$ cat src/rtl/mem_port_arbiter.sv
// Arbitrates a single fixed-latency memory port between instruction fetch (read-only)
// and the data stage (read/write); one access in flight, data side preferred.
module mem_port_arbiter #(
    parameter int ADDR_W     = 32,
    parameter int DATA_W     = 32,
    parameter int MEM_LAT    = 2,
    parameter int STARVE_MAX = 4
) (
    input  logic              clk_87,
    input  logic              rst_87,
    input  logic              if_req_87,
    input  logic [ADDR_W-1:0] if_addr_87,
    output logic [DATA_W-1:0] if_rdata_87,
    output logic              if_done_87,
    output logic              if_stall_87,
    input  logic              dm_req_87,
    input  logic              dm_we_87,
    input  logic [ADDR_W-1:0] dm_addr_87,
    input  logic [DATA_W-1:0] dm_wdata_87,
    output logic [DATA_W-1:0] dm_rdata_87,
    output logic              dm_done_87,
    output logic              dm_stall_87,
    output logic              mem_en_87,
    output logic              mem_we_87,
    output logic [ADDR_W-1:0] mem_addr_87,
    output logic [DATA_W-1:0] mem_wdata_87,
    input  logic [DATA_W-1:0] mem_rdata_87,
    output logic              busy_87
);

    localparam int CNT_W = $clog2(MEM_LAT + 1);
    localparam int SC_W  = $clog2(STARVE_MAX + 1);
    localparam logic [CNT_W-1:0] LAT_C    = CNT_W'(MEM_LAT);
    localparam logic [SC_W-1:0]  STARVE_C = SC_W'(STARVE_MAX);

    typedef enum logic [1:0] {IDLE, ISSUE, WAIT, DONE} state_t;

    state_t            state, state_nxt;
    logic              owner_if;
    logic              lat_we;
    logic [ADDR_W-1:0] lat_addr;
    logic [DATA_W-1:0] lat_wdata;
    logic [CNT_W-1:0]  cnt;
    logic [SC_W-1:0]   starve_cnt;
    logic [DATA_W-1:0] if_rdata_q, dm_rdata_q;
    logic              any_req, grant_if;

    assign any_req  = if_req_87 || dm_req_87;
    // Fetch wins only when data is idle or fetch has waited out STARVE_MAX data grants.
    assign grant_if = if_req_87 && (!dm_req_87 || starve_cnt == STARVE_C);

    always_ff @(posedge clk_87) begin
        if (rst_87) state <= IDLE;
        else        state <= state_nxt;
    end

    always_comb begin
        state_nxt = state;
        case (state)
            IDLE:    if (any_req) state_nxt = ISSUE;
            ISSUE:   state_nxt = lat_we ? DONE : WAIT;
            WAIT:    if (cnt == LAT_C) state_nxt = DONE;
            DONE:    state_nxt = IDLE;
            default: state_nxt = IDLE;
        endcase
    end

    always_comb begin
        mem_en_87  = 1'b0;
        mem_we_87  = 1'b0;
        if_done_87 = 1'b0;
        dm_done_87 = 1'b0;
        busy_87    = (state != IDLE);
        case (state)
            ISSUE: begin
                mem_en_87 = 1'b1;
                mem_we_87 = lat_we;
            end
            DONE: begin
                if_done_87 = owner_if;
                dm_done_87 = !owner_if;
            end
            default: ;
        endcase
    end

    always_ff @(posedge clk_87) begin
        if (rst_87) begin
            owner_if   <= 1'b0;
            lat_we     <= 1'b0;
            lat_addr   <= '0;
            lat_wdata  <= '0;
            cnt        <= '0;
            starve_cnt <= '0;
            if_rdata_q <= '0;
            dm_rdata_q <= '0;
        end else begin
            case (state)
                IDLE: if (any_req) begin
                    owner_if <= grant_if;
                    lat_addr <= grant_if ? if_addr_87 : dm_addr_87;
                    lat_we   <= !grant_if && dm_we_87;
                    if (!grant_if) lat_wdata <= dm_wdata_87;
                    if (grant_if)
                        starve_cnt <= '0;
                    else if (if_req_87 && starve_cnt != STARVE_C)
                        starve_cnt <= starve_cnt + SC_W'(1);
                end
                ISSUE: cnt <= CNT_W'(1);
                WAIT: begin
                    cnt <= cnt + CNT_W'(1);
                    if (cnt == LAT_C) begin
                        if (owner_if) if_rdata_q <= mem_rdata_87;
                        else          dm_rdata_q <= mem_rdata_87;
                    end
                end
                default: ;
            endcase
        end
    end

    assign mem_addr_87  = lat_addr;
    assign mem_wdata_87 = lat_wdata;
    assign if_rdata_87  = if_rdata_q;
    assign dm_rdata_87  = dm_rdata_q;
    // Stall is forced low while reset is asserted so every output reads zero in reset.
    assign if_stall_87  = if_req_87 && !if_done_87 && !rst_87;
    assign dm_stall_87  = dm_req_87 && !dm_done_87 && !rst_87;

endmodule

$ cat config.mk
export PLATFORM = sky130hd
export DESIGN_NAME = mem_port_arbiter
export DESIGN_NICKNAME = d
export VERILOG_FILES = /design/src/rtl/mem_port_arbiter.sv
export SDC_FILE = /design/constraint.sdc
export NUM_CORES = 1
export LEC_CHECK = 0
export ABC_CLOCK_PERIOD_IN_PS = 1700
export CELL_PAD_IN_SITES_DETAIL_PLACEMENT = 0
export CELL_PAD_IN_SITES_GLOBAL_PLACEMENT = 2
export CORE_AREA = 5 5 162 164
export DETAILED_ROUTE_END_ITERATION = 10
export DIE_AREA = 0 0 167 169
export PLACE_DENSITY_LB_ADDON = 0.1
export REMOVE_ABC_BUFFERS = 1
export SKIP_LAST_GASP = 1
export SLEW_MARGIN = 20
export SYNTH_ARGS = -nofsm -noshare
export SYNTH_HDL_FRONTEND = slang
export SYNTH_SLANG_ARGS = --single-unit
$ cat constraint.sdc
create_clock -name clk_87 -period 1.7 [get_ports clk_87]
set_input_delay 0.17 -clock clk_87 [delete_from_list [all_inputs] [get_ports clk_87]]
set_output_delay 0.17 -clock clk_87 [all_outputs]
set_load 0.03 [all_outputs]
Word level (Yosys, flattened, before mapping). Index checks and enable logic that the tools add are counted.

Add/subtract/negate cells: 2. Multiply operators: 0. Div/mod/pow operators: 0. Order comparisons: 0. Equality and inequality tests: 8. Shift-type cells: 0. Muxes and demuxes: 12. Bitwise gates (word level): 2. Reduce and logical (&&, ||, !) cells: 25.

Operators with widths (count): $mux 32 (1); $reduce_and 3->1 (4); $pmux 2 s4 (1); $logic_and 1x1->1 (7); $eq 2x2->1 const B (3); $logic_not 1->1 (6); $mux 3 (2); $reduce_bool 2->1 (3); $mux 1 (5); $mux 2 (2); $ne 2x2->1 const B (2); $pmux 2 s2 (1); $reduce_and 2->1 (2); $add 3x1->3 const B (1); $eq 3x3->1 const B (1); $ne 3x3->1 const B (1); $add 2x1->2 const B (1); $eq 2x1->1 const B (1); $logic_not 2->1 (1); $logic_or 1x1->1 (2); $not 1->1 (2).

Register bits: 137. Latch bits: 0. RAM bits: 0. Memory bits (read-only): 0. Bits of input ports: 133. Output and inout bits: 135. Word-level logic and storage cells: 58. Memories: 0.

Depth between registers and ports, before layout.
Depth after elaboration: 5. Mapped depth: 8. Gate-level depth less buffers: 5.

Least setup slack after synthesis. Ideal clock, no wire load.

Path kind: register to output. From: reg state[0]. To: out if_stall_87. Arrival: 1.549 ns. Data required time: 1.530 ns. Path slack: -0.019 ns. Cell stages (with the launch flop): 4. Buffers on the path: 0. Path through: dfxtp_1 ha_1 and2_1 nor3b_1.

Longest elaborated chain between the ends: 5.

Ends and longest elaborated chain: start, declared (RTL line 38) `state_t state, state_nxt;`; start signal, assigned (RTL line 54) `else state <= state_nxt;`; $eq 2x2->1 (RTL line 74) `case (state)`; $mux 1 (RTL line 74); via if_done_87 (RTL line 14) `output logic if_done_87,`; $logic_not 1->1 (RTL line 127) `assign if_stall_87 = if_req_87 && !if_done_87 && !rst_87;`; $logic_and 1x1->1 (2 in series) (RTL line 127); end, declared (RTL line 15) `output logic if_stall_87,`.

The timed path passes the listed nets, and every way through them passes these cells.

Worst setup path in the final report.
From: reg state[0]. To: out dm_stall_87.

Longest elaborated chain between the ends: 5.

Ends and longest elaborated chain: $eq 2x2->1 (RTL line 74); $mux 1 (RTL line 74); $logic_not 1->1 (RTL line 128) `assign dm_stall_87 = dm_req_87 && !dm_done_87 && !rst_87;`; $logic_and 1x1->1 (2 in series) (RTL line 128); end, declared (RTL line 22) `output logic dm_stall_87,`.

No other way between the ends.

==> summary.md <==
| Metric | Value |
|---|---|
| Site Rows | slightly below 60 |
| Gr ovfl total | 0 |
| RSZ-0062 raised after global routing | true |
| # port buffers | 267 |
| R2R Setup Slk | 0.14 ns |
| Drt pass-1 iters | 4 |
| Post-synth top cells | dfxtp_1, a21oi_1, nand2_1, nand3_1 |
| CP max FO | 3 |
| FF-to-FF path depth | 6 |
| DRT antenna net count | 0 |
| Initial Util | ~22% |
| Hold crit path type | input port to flop |
| DR WL/cell | 17.3 µm |
| Crit Path Category | flop to output pin |
| Seq/Total Area, Yosys | 51.3% |
| Synth area leaders | dfxtp_1, a21oi_1, nand2_1 |
| MaxCap Viol Count | 0 |
| Clock Sinks | 137 |
| Hold Path Cell Cnt | 2 |
| Vias | 5561 |
| Largest net degree at the start of global routing | 61 |
| EDFF count, synth | 0 |
| CP Launch Type | flop |
| Avg Cell Area, Syn | between 8 and 9 µm² |
| Placed instance area | between 0.008 and 0.009 mm² |
| Die Area | about 0.028 mm² |
| Synth area leader | dfxtp_1 |
| FMAX | between 0.6 and 0.7 GHz |
| Detail Placement HPWL | 14400 µm |
| Die width | about 170 µm |
| Setup violations, final | 0 |
| Synth cell types | 34 |
| Skew-Pair Late Insertion Delay | 0.42 ns |
| Outcome | complete, no violations |
| GRT Overall Usage | 14.6% |
| Filler cell count | 2498 |
| Pins Over Slew Limit | 0 |
| Hold Path Origin | rst_87 |
| Post-Layout Inst Area | 0.00917 mm² |
| Max VDD drop | just under 0.0006 V |
| GPL Wtd Cong | slightly below 0.8 |
| First-pass GRT wire length | 33000 µm |
| Worst setup EP type | output pin |
| Reg-to-reg startpoint | starve_cnt[0] |
| Share of the synthesized area in the top cell type | between 50% and 60% |
| Clk buf depth | 2 |
| Core region area | about 0.025 mm² |
| Chip height | 169 µm |
| CTS tree | built |
| Setup TNS | 0 ns |
| Top-count cell post-synth | dfxtp_1 |
| Initial antenna violation count | 2 |
| Drt initial violations | 346 |
| Slew headroom | 74.2% |
| Pleak | between 3 and 4 nW |
| IO Pins | 268 |
| Post-synthesis cell area | roughly 0.0053 mm² |
| Final #Nets | 1027 |
| Async SR Flop Fraction | 0% |
| Synth Flop Type | dfxtp_1 |
| Final Critical Period | 1.66 ns |
| Layout area overhead | 71.5% |
| CTS clk-pin slew, worst paths | roughly 0.07 ns |
| Critical path required time | 1.53 ns |
| Critical Path AT | roughly 1.5 ns |
| Layout cells sized above 1 | 8.33% |
| Hold EP | mem_wdata_87[30] |
| Power per cell area | 1290 mW/mm² |
| Remaining DRCs | 0 |
| YS warnings | 0 |
| Post-Route Skew | 0.0127 ns |
| Reg-to-Reg End | mem_addr_87[27] |
| Clock root buffer | clkbuf_16 |
| Inserted Clock Buffers | 17 |
| Slew @ Worst Pin | ~0.39 ns |
| Cells after synthesis | about 640 |
| Vias in the first global route | 5851 |
| CTS HTree Levels | 4 |
| Final hold vios | 0 |
| Synth Register Bits | 137 |
| Final wirelength | 21300 µm |
| Vias per cell | 4.52 |
| Final period util | 97.6% |
| Fin Hold WS | 0.154 ns |
through the flow:
step	utilization [%]	total power, mW	worst slack [ns]	cells
2_1_floorplan	-	5.66	-0.621	577
3_3_place_gp	34.2	7.59	0.0725	1197
3_5_place_dp	34.2	7.64	0.0342	1197
4_1_cts	37.0	11.9	0.0107	1230
5_1_grt	37.1	12.4	-0.0310	1231
6_report	37.1	11.8	0.0400	1231
cells in the final DEF, fill, tap and decap left out, types with 3 or more instances in the layout:
master and instances:
o21ai_0 33, nor2_1 3, a32oi_1 33, buf_4 15
bufinv_16 5, clkbuf_16 17, inv_1 7, buf_12 16
dfxtp_1 135, ha_1 6, nand2_1 130, nand3_1 68
a21oi_1 131, clkinvlp_4 3, clkdlybuf4s50_1 257, clkinv_4 3
repair_timing:
item,4_1_cts,5_1_grt
hold buffers,0,0
buffers inserted,1,0
resized for setup,9,4
pin swaps,1,1
endpoints found under the setup margin,4,6
report_power, final:
| part | total (mW) | internal, mW | switching [mW] |
|---|---|---|---|
| Clock | 4.17 | 2.66 | 1.51 |
| Combinational | 3.85 | 1.72 | 2.13 |
| Sequential | 3.78 | 3.58 | 0.207 |
| Total | 11.8 | 7.96 | 3.85 |
worst max-delay path by stage:
| stage | from | endpoint | cells past startpoint |
|---|---|---|---|
| floorplan | starve_cnt[0] | lat_we | 5 |
| global placement | if_req_87 | mem_addr_87[27] | 5 |
| detailed placement | if_req_87 | mem_wdata_87[31] | 5 |
| CTS | state[1] | dm_stall_87 | 4 |
| global route | state[0] | dm_stall_87 | 4 |
| finish | state[0] | dm_stall_87 | 4 |
flip-flops by register name, indices dropped and copies added (netlist names):
name / cells
mem_addr_87: 32
cnt: 2
owner_if: 1
mem_wdata_87: 32
starve_cnt: 3
state: 2
dm_rdata_87: 32
lat_we: 1
if_rdata_87: 32
critical path, cell delays in order (launching register included):
cell and delay [ns]:
dfxtp_2 0.33, ha_1 0.20, nor2b_2 0.18, nor3b_2 0.17, buf_4 0.19
cell families after synthesis:
logic type | count (synthesis) | synth area share (%)
AOI/OAI and AO/OA | 203 | 21.7
xor gates and xnor gates | 2 | 0.328
adders and majority gates | 7 | 1.64
buffers and inverters | 68 | 6.67
DFF | 137 | 51.3
muxes | 1 | 0.187
and+or+nand+nor | 220 | 18.2
per-layer routing:
layer	GRT usage (%)	wire, µm	up-vias
li1	-	-	2731
met1	17.3	9020	2607
met2	24.4	10100	197
met3	6.42	1780	24
met4	3.84	350	2
met5	0	11	-
final cells by class:
type                            instances  area (µm²)  share of cell area, %
Sequential cell                       137        2750                   29.9
Antenna cell                            1        2.50                 0.0273
Timing Repair Buffer                  291        3040                   33.2
Tap cell                              330         413                   4.50
Clock inverter                         13         216                   2.36
Clock buffer                           19         443                   4.83
Inverter                                7        26.3                  0.287
Multi-Input combinational cell        433        2280                   24.9
Note: power is estimated with default switching activity, not from simulation.
